===== src/rtl/cond_branch_sequencer.sv =====
// Multi-cycle CBZ/CBNZ/B.cond sequencer: IDLE -> TEST -> UPDATE.
// Latches the branch, resolves it from ALU zero / stored flags, steers the PC and counts outcomes.
module cond_branch_sequencer #(
    parameter int DATA_WIDTH  = 64,
    parameter int COUNT_WIDTH = 16,
    parameter bit W_FORM_EN   = 1'b1
) (
    input  logic                   clock,
    input  logic                   reset,
    input  logic                   start,
    input  logic [31:0]            instruction,
    input  logic [4:0]             status,
    input  logic                   clear_counts,
    output logic [32:0]            controlword,
    output logic [DATA_WIDTH-1:0]  constant,
    output logic                   busy,
    output logic                   done,
    output logic                   taken,
    output logic                   illegal,
    output logic [COUNT_WIDTH-1:0] taken_count,
    output logic [COUNT_WIDTH-1:0] not_taken_count
);

    typedef enum logic [1:0] {
        IDLE   = 2'b00,
        TEST   = 2'b01,
        UPDATE = 2'b10
    } state_t;

    typedef enum logic [1:0] {
        K_CBZ   = 2'b00,
        K_CBNZ  = 2'b01,
        K_BCOND = 2'b10
    } kind_t;

    typedef struct packed {
        logic       alu_en;
        logic       alu_b_sel;
        logic [4:0] alu_fs;
        logic       rfb_en;
        logic [4:0] sa;
        logic [4:0] sb;
        logic [4:0] da;
        logic       rf_w;
        logic       ram_en;
        logic       ram_w;
        logic       pc_en;
        logic [1:0] pc_fs;
        logic       pc_in_sel;
        logic       status_load;
        logic [1:0] next_state;
    } ctrl_t;

    state_t                  state, state_next;
    kind_t                   kind_r;
    logic [23:0]             instr_r;
    logic                    w_form_r;
    logic                    taken_r;
    logic                    illegal_r;
    ctrl_t                   cw;
    logic                    is_cbz, is_cbnz, is_bcond, is_legal, accept;
    logic                    cb_taken, cond_base, cond_taken;
    logic [DATA_WIDTH-1:0]   imm_ext;

    assign is_cbz   = (instruction[30:24] == 7'b0110100);
    assign is_cbnz  = (instruction[30:24] == 7'b0110101);
    assign is_bcond = (instruction[31:24] == 8'b01010100) && !instruction[4];
    assign is_legal = is_cbz || is_cbnz || is_bcond;
    assign accept   = (state == IDLE) && start;

    // NOTE: sequential state uses non-blocking assignments so every register samples pre-edge values.
    always_ff @(posedge clock or negedge reset) begin
        if (!reset) state <= IDLE;
        else        state <= state_next;
    end

    always_comb begin
        state_next = state;
        unique case (state)
            IDLE:    if (start && is_legal) state_next = TEST;
            TEST:    state_next = UPDATE;
            UPDATE:  state_next = IDLE;
            default: state_next = IDLE;
        endcase
    end

    // B.cond: conditions come in pairs, odd encodings invert the even one (AL/NV excepted).
    always_comb begin
        cond_base = 1'b1;
        unique case (instr_r[3:1])
            3'd0: cond_base = status[0];
            3'd1: cond_base = status[2];
            3'd2: cond_base = status[1];
            3'd3: cond_base = status[3];
            3'd4: cond_base = status[2] && !status[0];
            3'd5: cond_base = (status[1] == status[3]);
            3'd6: cond_base = (status[1] == status[3]) && !status[0];
            3'd7: cond_base = 1'b1;
            default: cond_base = 1'b1;
        endcase
    end

    assign cond_taken = cond_base ^ (instr_r[0] && (instr_r[3:1] != 3'd7));
    assign cb_taken   = status[4] ^ (kind_r == K_CBNZ);

    always_ff @(posedge clock or negedge reset) begin
        if (!reset) begin
            instr_r   <= '0;
            kind_r    <= K_CBZ;
            w_form_r  <= 1'b0;
            taken_r   <= 1'b0;
            illegal_r <= 1'b0;
        end else begin
            illegal_r <= accept && !is_legal;
            if (accept && is_legal) begin
                instr_r  <= instruction[23:0];
                kind_r   <= is_bcond ? K_BCOND : (is_cbnz ? K_CBNZ : K_CBZ);
                w_form_r <= W_FORM_EN && !instruction[31] && !is_bcond;
            end
            if (state == TEST)
                taken_r <= (kind_r == K_BCOND) ? cond_taken : cb_taken;
        end
    end

    always_ff @(posedge clock or negedge reset) begin
        if (!reset) begin
            taken_count     <= '0;
            not_taken_count <= '0;
        end else if (clear_counts) begin
            taken_count     <= '0;
            not_taken_count <= '0;
        end else if (state == UPDATE) begin
            if (taken_r && (taken_count != '1))
                taken_count <= taken_count + COUNT_WIDTH'(1);
            if (!taken_r && (not_taken_count != '1))
                not_taken_count <= not_taken_count + COUNT_WIDTH'(1);
        end
    end

    assign imm_ext = {{(DATA_WIDTH-19){instr_r[23]}}, instr_r[23:5]};

    // NOTE: every output of this block gets a default first, so no path can infer a latch.
    always_comb begin
        cw       = '0;
        constant = '0;
        unique case (state)
            TEST: begin
                cw.next_state = UPDATE;
                constant      = imm_ext;
                if (kind_r != K_BCOND) begin
                    cw.sa = instr_r[4:0];
                    cw.sb = 5'd31;
                    if (w_form_r) begin
                        cw.alu_b_sel    = 1'b1;
                        cw.alu_fs       = 5'b00000;
                        constant        = '0;
                        constant[31:0]  = 32'hFFFF_FFFF;
                    end else begin
                        cw.alu_fs = 5'b00100;
                    end
                end
            end
            UPDATE: begin
                cw.next_state = IDLE;
                cw.pc_en      = 1'b1;
                cw.pc_fs      = taken_r ? 2'b11 : 2'b01;
                cw.pc_in_sel  = taken_r;
                constant      = imm_ext;
            end
            default: begin
                cw       = '0;
                constant = '0;
            end
        endcase
    end

    assign controlword = cw;
    assign busy        = (state != IDLE);
    assign done        = (state == UPDATE);
    assign taken       = done && taken_r;
    assign illegal     = illegal_r;

endmodule


===== config.mk =====
export PLATFORM = sky130hd
export DESIGN_NAME = cond_branch_sequencer
export DESIGN_NICKNAME = d
export VERILOG_FILES = /design/src/rtl/cond_branch_sequencer.sv
export SDC_FILE = /design/constraint.sdc
export NUM_CORES = 1
export LEC_CHECK = 0
export ABC_AREA = 1
export CORE_ASPECT_RATIO = 0.6
export CORE_UTILIZATION = 39
export CTS_CLUSTER_SIZE = 14
export DETAILED_ROUTE_END_ITERATION = 8
export GPL_ROUTABILITY_DRIVEN = 0
export PLACE_DENSITY = 0.84
export SKIP_CTS_REPAIR_TIMING = 1
export SKIP_LAST_GASP = 1
export SLEW_MARGIN = 20
export SYNTH_ARGS = -nofsm -noshare
export SYNTH_HDL_FRONTEND = slang
export SYNTH_SLANG_ARGS = --single-unit

===== constraint.sdc =====
create_clock -name clock -period 2.98 [get_ports clock]
set_clock_uncertainty 0.2 [all_clocks]
set_input_delay 0.596 -clock clock [delete_from_list [all_inputs] [get_ports clock]]
set_output_delay 0.596 -clock clock [all_outputs]
set_load 0.1 [all_outputs]

==> metrics.yaml <==
io_pins: 174
numCtsBuffers: 9
fillCellCount: 754
ys_ff_latch: 63
first_global_vias: 3628
synth-edff-count: 0
drv_cap: 0
die_w_um: 135.4
dieHeight_um: 82.03
period_minus_slack_ns: 2.950
drv_slew: 0
yosysMostFrequentCell: "nand2_1"
period_share: 0.9901
cp.arrival_ns: 2.15
area_delta_synth_final_pct: 64.05
critPathLaunchType: "flop"
dp_hpwl_um: 8641
yosysTopAreaCellShare: 0.3787
first_pass_iters: 4
cp_slowest_cell: "dfrtp_1"
setup_viol: 0
via_count: 3907
drc: 0
avgSynthCellArea_sq_um: 7.610
worstPathRequired_ns: 2.18
endpoint_kind: "output port"
cts_max_path_buffers: 2
synth_cells: 547
critical_path_class: "reg -> out"
grt_pass1_wl_um: 17730
viasPerCell: 4.859
ys.flop_type: "dfrtp_1"
cp_max_fo: 7
initial_utilization: 0.4111
cts_sinks: 63
clk_pin_slew_worst_paths_ns: 0.05
nets: 711
synth_area_sq_mm: 0.004163
max-vdd-ir-drop_v: 0.001148
async_flop_share: 1.000
n_antenna_cell: 0
hold_viol: 0
grt_max_degree: 64
drtIter0Drc: 190
ctsRootBufferMaster: "clkbuf_16"
synth_commonest_cells: "nand2_1 (113), buf_4 (72), dfrtp_1 (63)"
synth_seq_area_share: 0.3787
synth_cell_types: 36
synth_warnings: 0
min_path_type: "in -> async"
fin_setup_tns_ns: 0
p_leak_nw: 3.038
clk-insertion-delay-late_ns: 0.33
multi_input_area_sq_mm: 0.001979
timing.hold.ws_ns: 0.06183
worst_path_largest_cell_delay_ns: 0.38
synth.area.top_cells: "dfrtp_1 (38%), buf_4 (13%), nand2_1 (10%), inv_1 (5.6%), nand3_1 (4.3%)"
grt_use_total: 0.2049
p_per_area_mw_per_mm2: 1053
gr-total-overflow: 0
seq_area_sq_mm: 0.001577
die_area_sq_mm: 0.01110
cts_tree: "built"
antenna_found_initial: 0
path_cells: "inv_2 > ha_4 > inv_2 > nor2_4 > inv_4 > nor2_4 > clkinv_8 > a31oi_4 > clkbuf_16 > buf_16"
rows: 28
post_drt_wl_per_cell_um: 14.62
synth_top_cell_by_area: "dfrtp_1"
run_status: "finished clean"
rsz0062_at_grt: "true"
numPortBuffers: 157
ant_nets: 0
timing.fmax_ghz: 0.3389
htreeDepth: 3
routed_wirelength_um: 11750
coreArea_sq_mm: 0.01012
drive_above_1_share: 0.3019
[registers in the layout (all words and copies together), names as in the netlist]
| register | cells |
|---|---|
| instr_r | 24 |
| not_taken_count | 16 |
| taken_count | 16 |
| kind_r | 2 |
| state | 2 |
| illegal | 1 |
| taken_r | 1 |
| w_form_r | 1 |
[layer usage]
layer  part of all wire  track usage
met5                  0            0
met4             0.0056      0.05393
met3              0.081      0.05370
met2               0.48       0.3374
met1               0.43       0.2682
[cell families (layout without fill, tap and decap cells)]
kind of cell,after synthesis,count (layout),synth area share
simple gates,229,229,0.2489
buf+inv,151,258,0.2080
compound gates,79,79,0.1076
flops,63,63,0.3787
xor+xnor,18,18,0.03787
fa+ha+maj,6,6,0.01803
other cells,1,16,0.0009008
[layout make-up]
cell class | instances | area share
Inverter | 69 | 0.04067
Timing Repair Buffer | 173 | 0.3617
Tap cell | 135 | 0.02473
Multi-Input combinational cell | 348 | 0.2898
Clock buffer | 11 | 0.03701
Clock inverter | 5 | 0.01521
Sequential cell | 63 | 0.2309
[final timing paths]
check / to / slack, ns / startpoint / depth (start not counted)
max reg2reg: not_taken_count[10] / 0.79 / not_taken_count[0] / 9
max in group asynchronous: instr_r[21] / 2.22 / reset / 2
max: constant[22] / 0.03 / state[1] / 10
min: not_taken_count[1] / 0.06 / reset / 2
min in group clock: instr_r[23] / 0.33 / instr_r[23] / 2
min reg2reg: instr_r[23] / 0.33 / instr_r[23] / 2
[through the flow]
step	utilization	total power [mW]	worst slack (ns)	cell area (sq um)	std cells
global route	0.6745	7.423	-0.07994	6829	804
finish	0.6745	7.191	0.02951	6829	804
floorplan	-	4.382	-1.100	4449	562
CTS	0.6572	7.133	-0.1404	6654	795
detailed placement	0.6220	5.873	0.2164	6297	779
global placement	0.6220	5.815	0.3109	6297	779
[worst max-delay path, delay by kind of cell (launching register included)]
kind,cells,cell delay (ns)
and+or+nand+nor,2,0.31
DFF,1,0.38
adders and majority gates,1,0.16
buffers and inverters,6,0.71
AOI/OAI and AO/OA,1,0.25
[report_power, final]
part / internal, mW / switching (mW) / leakage, nW
clock network: 0.862 / 0.375 / 0.176
logic: 1.47 / 3.40 / 2.09
registers: 0.998 / 0.0783 / 0.775
total: 3.33 / 3.86 / 3.04
[cell usage in the layout, fill, tap and decap left out, types with 3 or more instances in the layout]
cell type,synthesis,layout
nor2_1,43,42
a21oi_1,24,5
conb_1,1,16
ha_1,6,4
o31ai_1,10,10
bufinv_16,0,3
buf_4,72,52
nand4_1,9,9
a21oi_2,0,8
inv_2,7,7
nand2_2,5,5
xnor2_1,4,4
dfrtp_1,63,63
clkbuf_16,0,11
inv_1,62,59
xor2_1,14,14
o21ai_2,4,4
clkdlybuf4s50_1,0,39
buf_16,0,7
nor3_1,12,12
a21oi_4,0,11
buf_12,0,72
o21ai_0,35,35
nand3_1,36,36
nand2_1,113,113
nor2_4,2,3
Power figures use the tool's default switching activity.
==> variant: new RTL, config.mk and constraints unchanged <==
Change the parameter `DATA_WIDTH` from 64 to 96.
--- a/src/rtl/cond_branch_sequencer.sv
+++ b/src/rtl/cond_branch_sequencer.sv
@@ -2,5 +2,5 @@
 // Latches the branch, resolves it from ALU zero / stored flags, steers the PC and counts outcomes.
 module cond_branch_sequencer #(
-    parameter int DATA_WIDTH  = 64,
+    parameter int DATA_WIDTH  = 96,
     parameter int COUNT_WIDTH = 16,
     parameter bit W_FORM_EN   = 1'b1
Ports: changed (resized constant); port bits go from 174 to 206. The function was not compared with the original's and may differ.
==> variant against the original RTL <==
The flow now finishes with violations (design-rule violations). Wire length rose by 10%. Sequential cell count did not move. Design area rose by 8.8%. Area after synthesis rose by 5.8%. Largest power group unchanged. Sequential share of layout area fell by 1.9 points. Clock power fell by 24%. Die area rose by 5.7%. Combinational power rose by 13%. Largest cell class unchanged. Utilization rose by 1.5 points. Synthesized cell count rose by 5.9%. Worst setup slack improved by 53 ps. Highest routed layer unchanged. Global-route usage rose by 1.7 points. Power rose by 4.6%. Critical path depth did not move.
==> variant: results (changes against the original RTL) <==
status=complete, but fails checks; failing checks=design-rule violations; Final Hold Slack=310 ps (+248 ps); synth cell count leaders=nand2_1 (113), buf_4 (104), dfrtp_1 (63), inv_1 (62), nor2_1 (43); clock root buffer=clkbuf_16; largest cells by area after synthesis=dfrtp_1 (36%), buf_4 (18%), nand2_1 (9.6%); Worst Path Arrival=2100 ps (-50 ps); layout cells sized above 1=33.5% (+3.3 points); Primary FF master, synth=dfrtp_1; PortBufs=189 (+20%); R2R setup slack=830 ps (+40 ps); XOR/XNOR share of the synthesized area=3.58% (-0.21 points); Pleak=3.29 nW (+8.3%); Layout area overhead=68.8%; cells after synthesis=579 (+5.9%); CP delay by family, top=buffers and inverters; Critical-path top delay cell=dfrtp_1; first-pass GRT wire length=20,800 um (+17%); sequential area share after synthesis=35.8% (-2.1 points); Reg clk slew, reported paths=50 ps (about the same); Final nets=748 (+5.2%); Worst Path Max Fanout=7 (unchanged); Final Power=7.52 mW (+4.6%); Hold WC Path Type=flip-flop to flip-flop; R2R cell count=9 (unchanged); total iterations of the first detailed-routing run=9 (+5); worst vdd ir=0.00123 V (+6.9%); initial antenna violation count=0 (unchanged); # fillers=785 (+4.1%); synth warn=0 (unchanged); hpwl dp=9850 um (+14%); Clk Latency, worst-skew pair=330 ps (about the same); DRT Wirelength=12,900 um (+10%); Clock Tree Buf Depth=2 (unchanged); Synth async-reset ratio=100% (unchanged); vias in the first global route=4,005 (+10%); worst reg2reg startpoint=taken_count[0]; Starting DRT DRC Count=220 (+16%); Clock group=0.943 mW (-24%); DRC=15 (+15); gr usage total=22.2% (+1.7 points); largest net degree at the start of global routing=56 (-13%); adder-cell share of the synthesized area=1.71% (-0.098 points); library cells used by synthesis=36 (unchanged); placed insts=816 (+4.7%); Reg-to-Reg End=taken_count[10]; Compound-Gate Fraction of Synth Area=10.2% (-0.59 points); Seq pwr share=14.3% (-0.7 points); WHS Path Cells=2; Sw Pwr=4.28 mW (+11%); multiplexer share of the synthesized area=0% (unchanged); CTS HTree Levels=3 (unchanged); Top Registers=instr_r (24), not_taken_count (16), taken_count (16); Num CTS Buffers=9 (unchanged); Routed WL per cell=15.3 um (+4.8%); via count=4,159 (+6.4%); DP Area=0.00694 mm2 (+10%); n_diodes=0 (unchanged)
variant: logic make-up (layout without fill, tap and decap cells):
| family | after synthesis | in the layout |
|---|---|---|
| fa+ha+maj | 6 | 6 |
| simple gates | 229 | 229 |
| xor+xnor | 18 | 18 |
| buf+inv | 183 | 294 |
| compound gates | 79 | 79 |
| other cells | 1 | 16 |
| flops | 63 | 63 |
variant: layout make-up:
cell class              count  share of cell area, %
inverters                  69                   3.59
clock buffers              12                   3.32
multi-input cells         348                   27.0
flip-flops and latches     63                   21.2
repair buffers            210                   42.3
well taps                 139                   2.34
clock inverters             3                  0.269
variant: worst max-delay path by stage:
stage | startpoint | endpoint | slack (ps) | cells after the start
3_3_place_gp | state[1] | constant[81] | 260 | 7
5_1_grt | state[1] | constant[26] | -20 | 10
2_1_floorplan | state[1] | constant[20] | -1140 | 9
6_report | state[1] | constant[26] | 80 | 10
3_5_place_dp | state[1] | constant[70] | 200 | 7
4_1_cts | state[1] | constant[70] | -160 | 7
variant: metrics by stage:
| stage | worst slack, ps | util [%] |
|---|---|---|
| 2_1_floorplan | -1140 | - |
| 3_3_place_gp | 263 | 64.4 |
| 5_1_grt | -15.1 | 69.0 |
| 6_report | 82.8 | 69.0 |
| 3_5_place_dp | 198 | 64.4 |
| 4_1_cts | -163 | 66.9 |
variant: worst reg2reg max path, delay by kind of cell (launching register included):
family | cells | cell delay (ps)
adders and majority gates | 1 | 250
buffers and inverters | 1 | 170
DFF | 1 | 450
and+or+nand+nor | 7 | 1000
variant: metal layers:
metal  GRT usage (%)  vias up  share of wire [%]
met1            29.0     1975                 43
met5               0        -                  0
li1                -     1977                  -
met4            5.45        0               0.87
met2            36.9      197                 48
met3            5.70       10                8.0
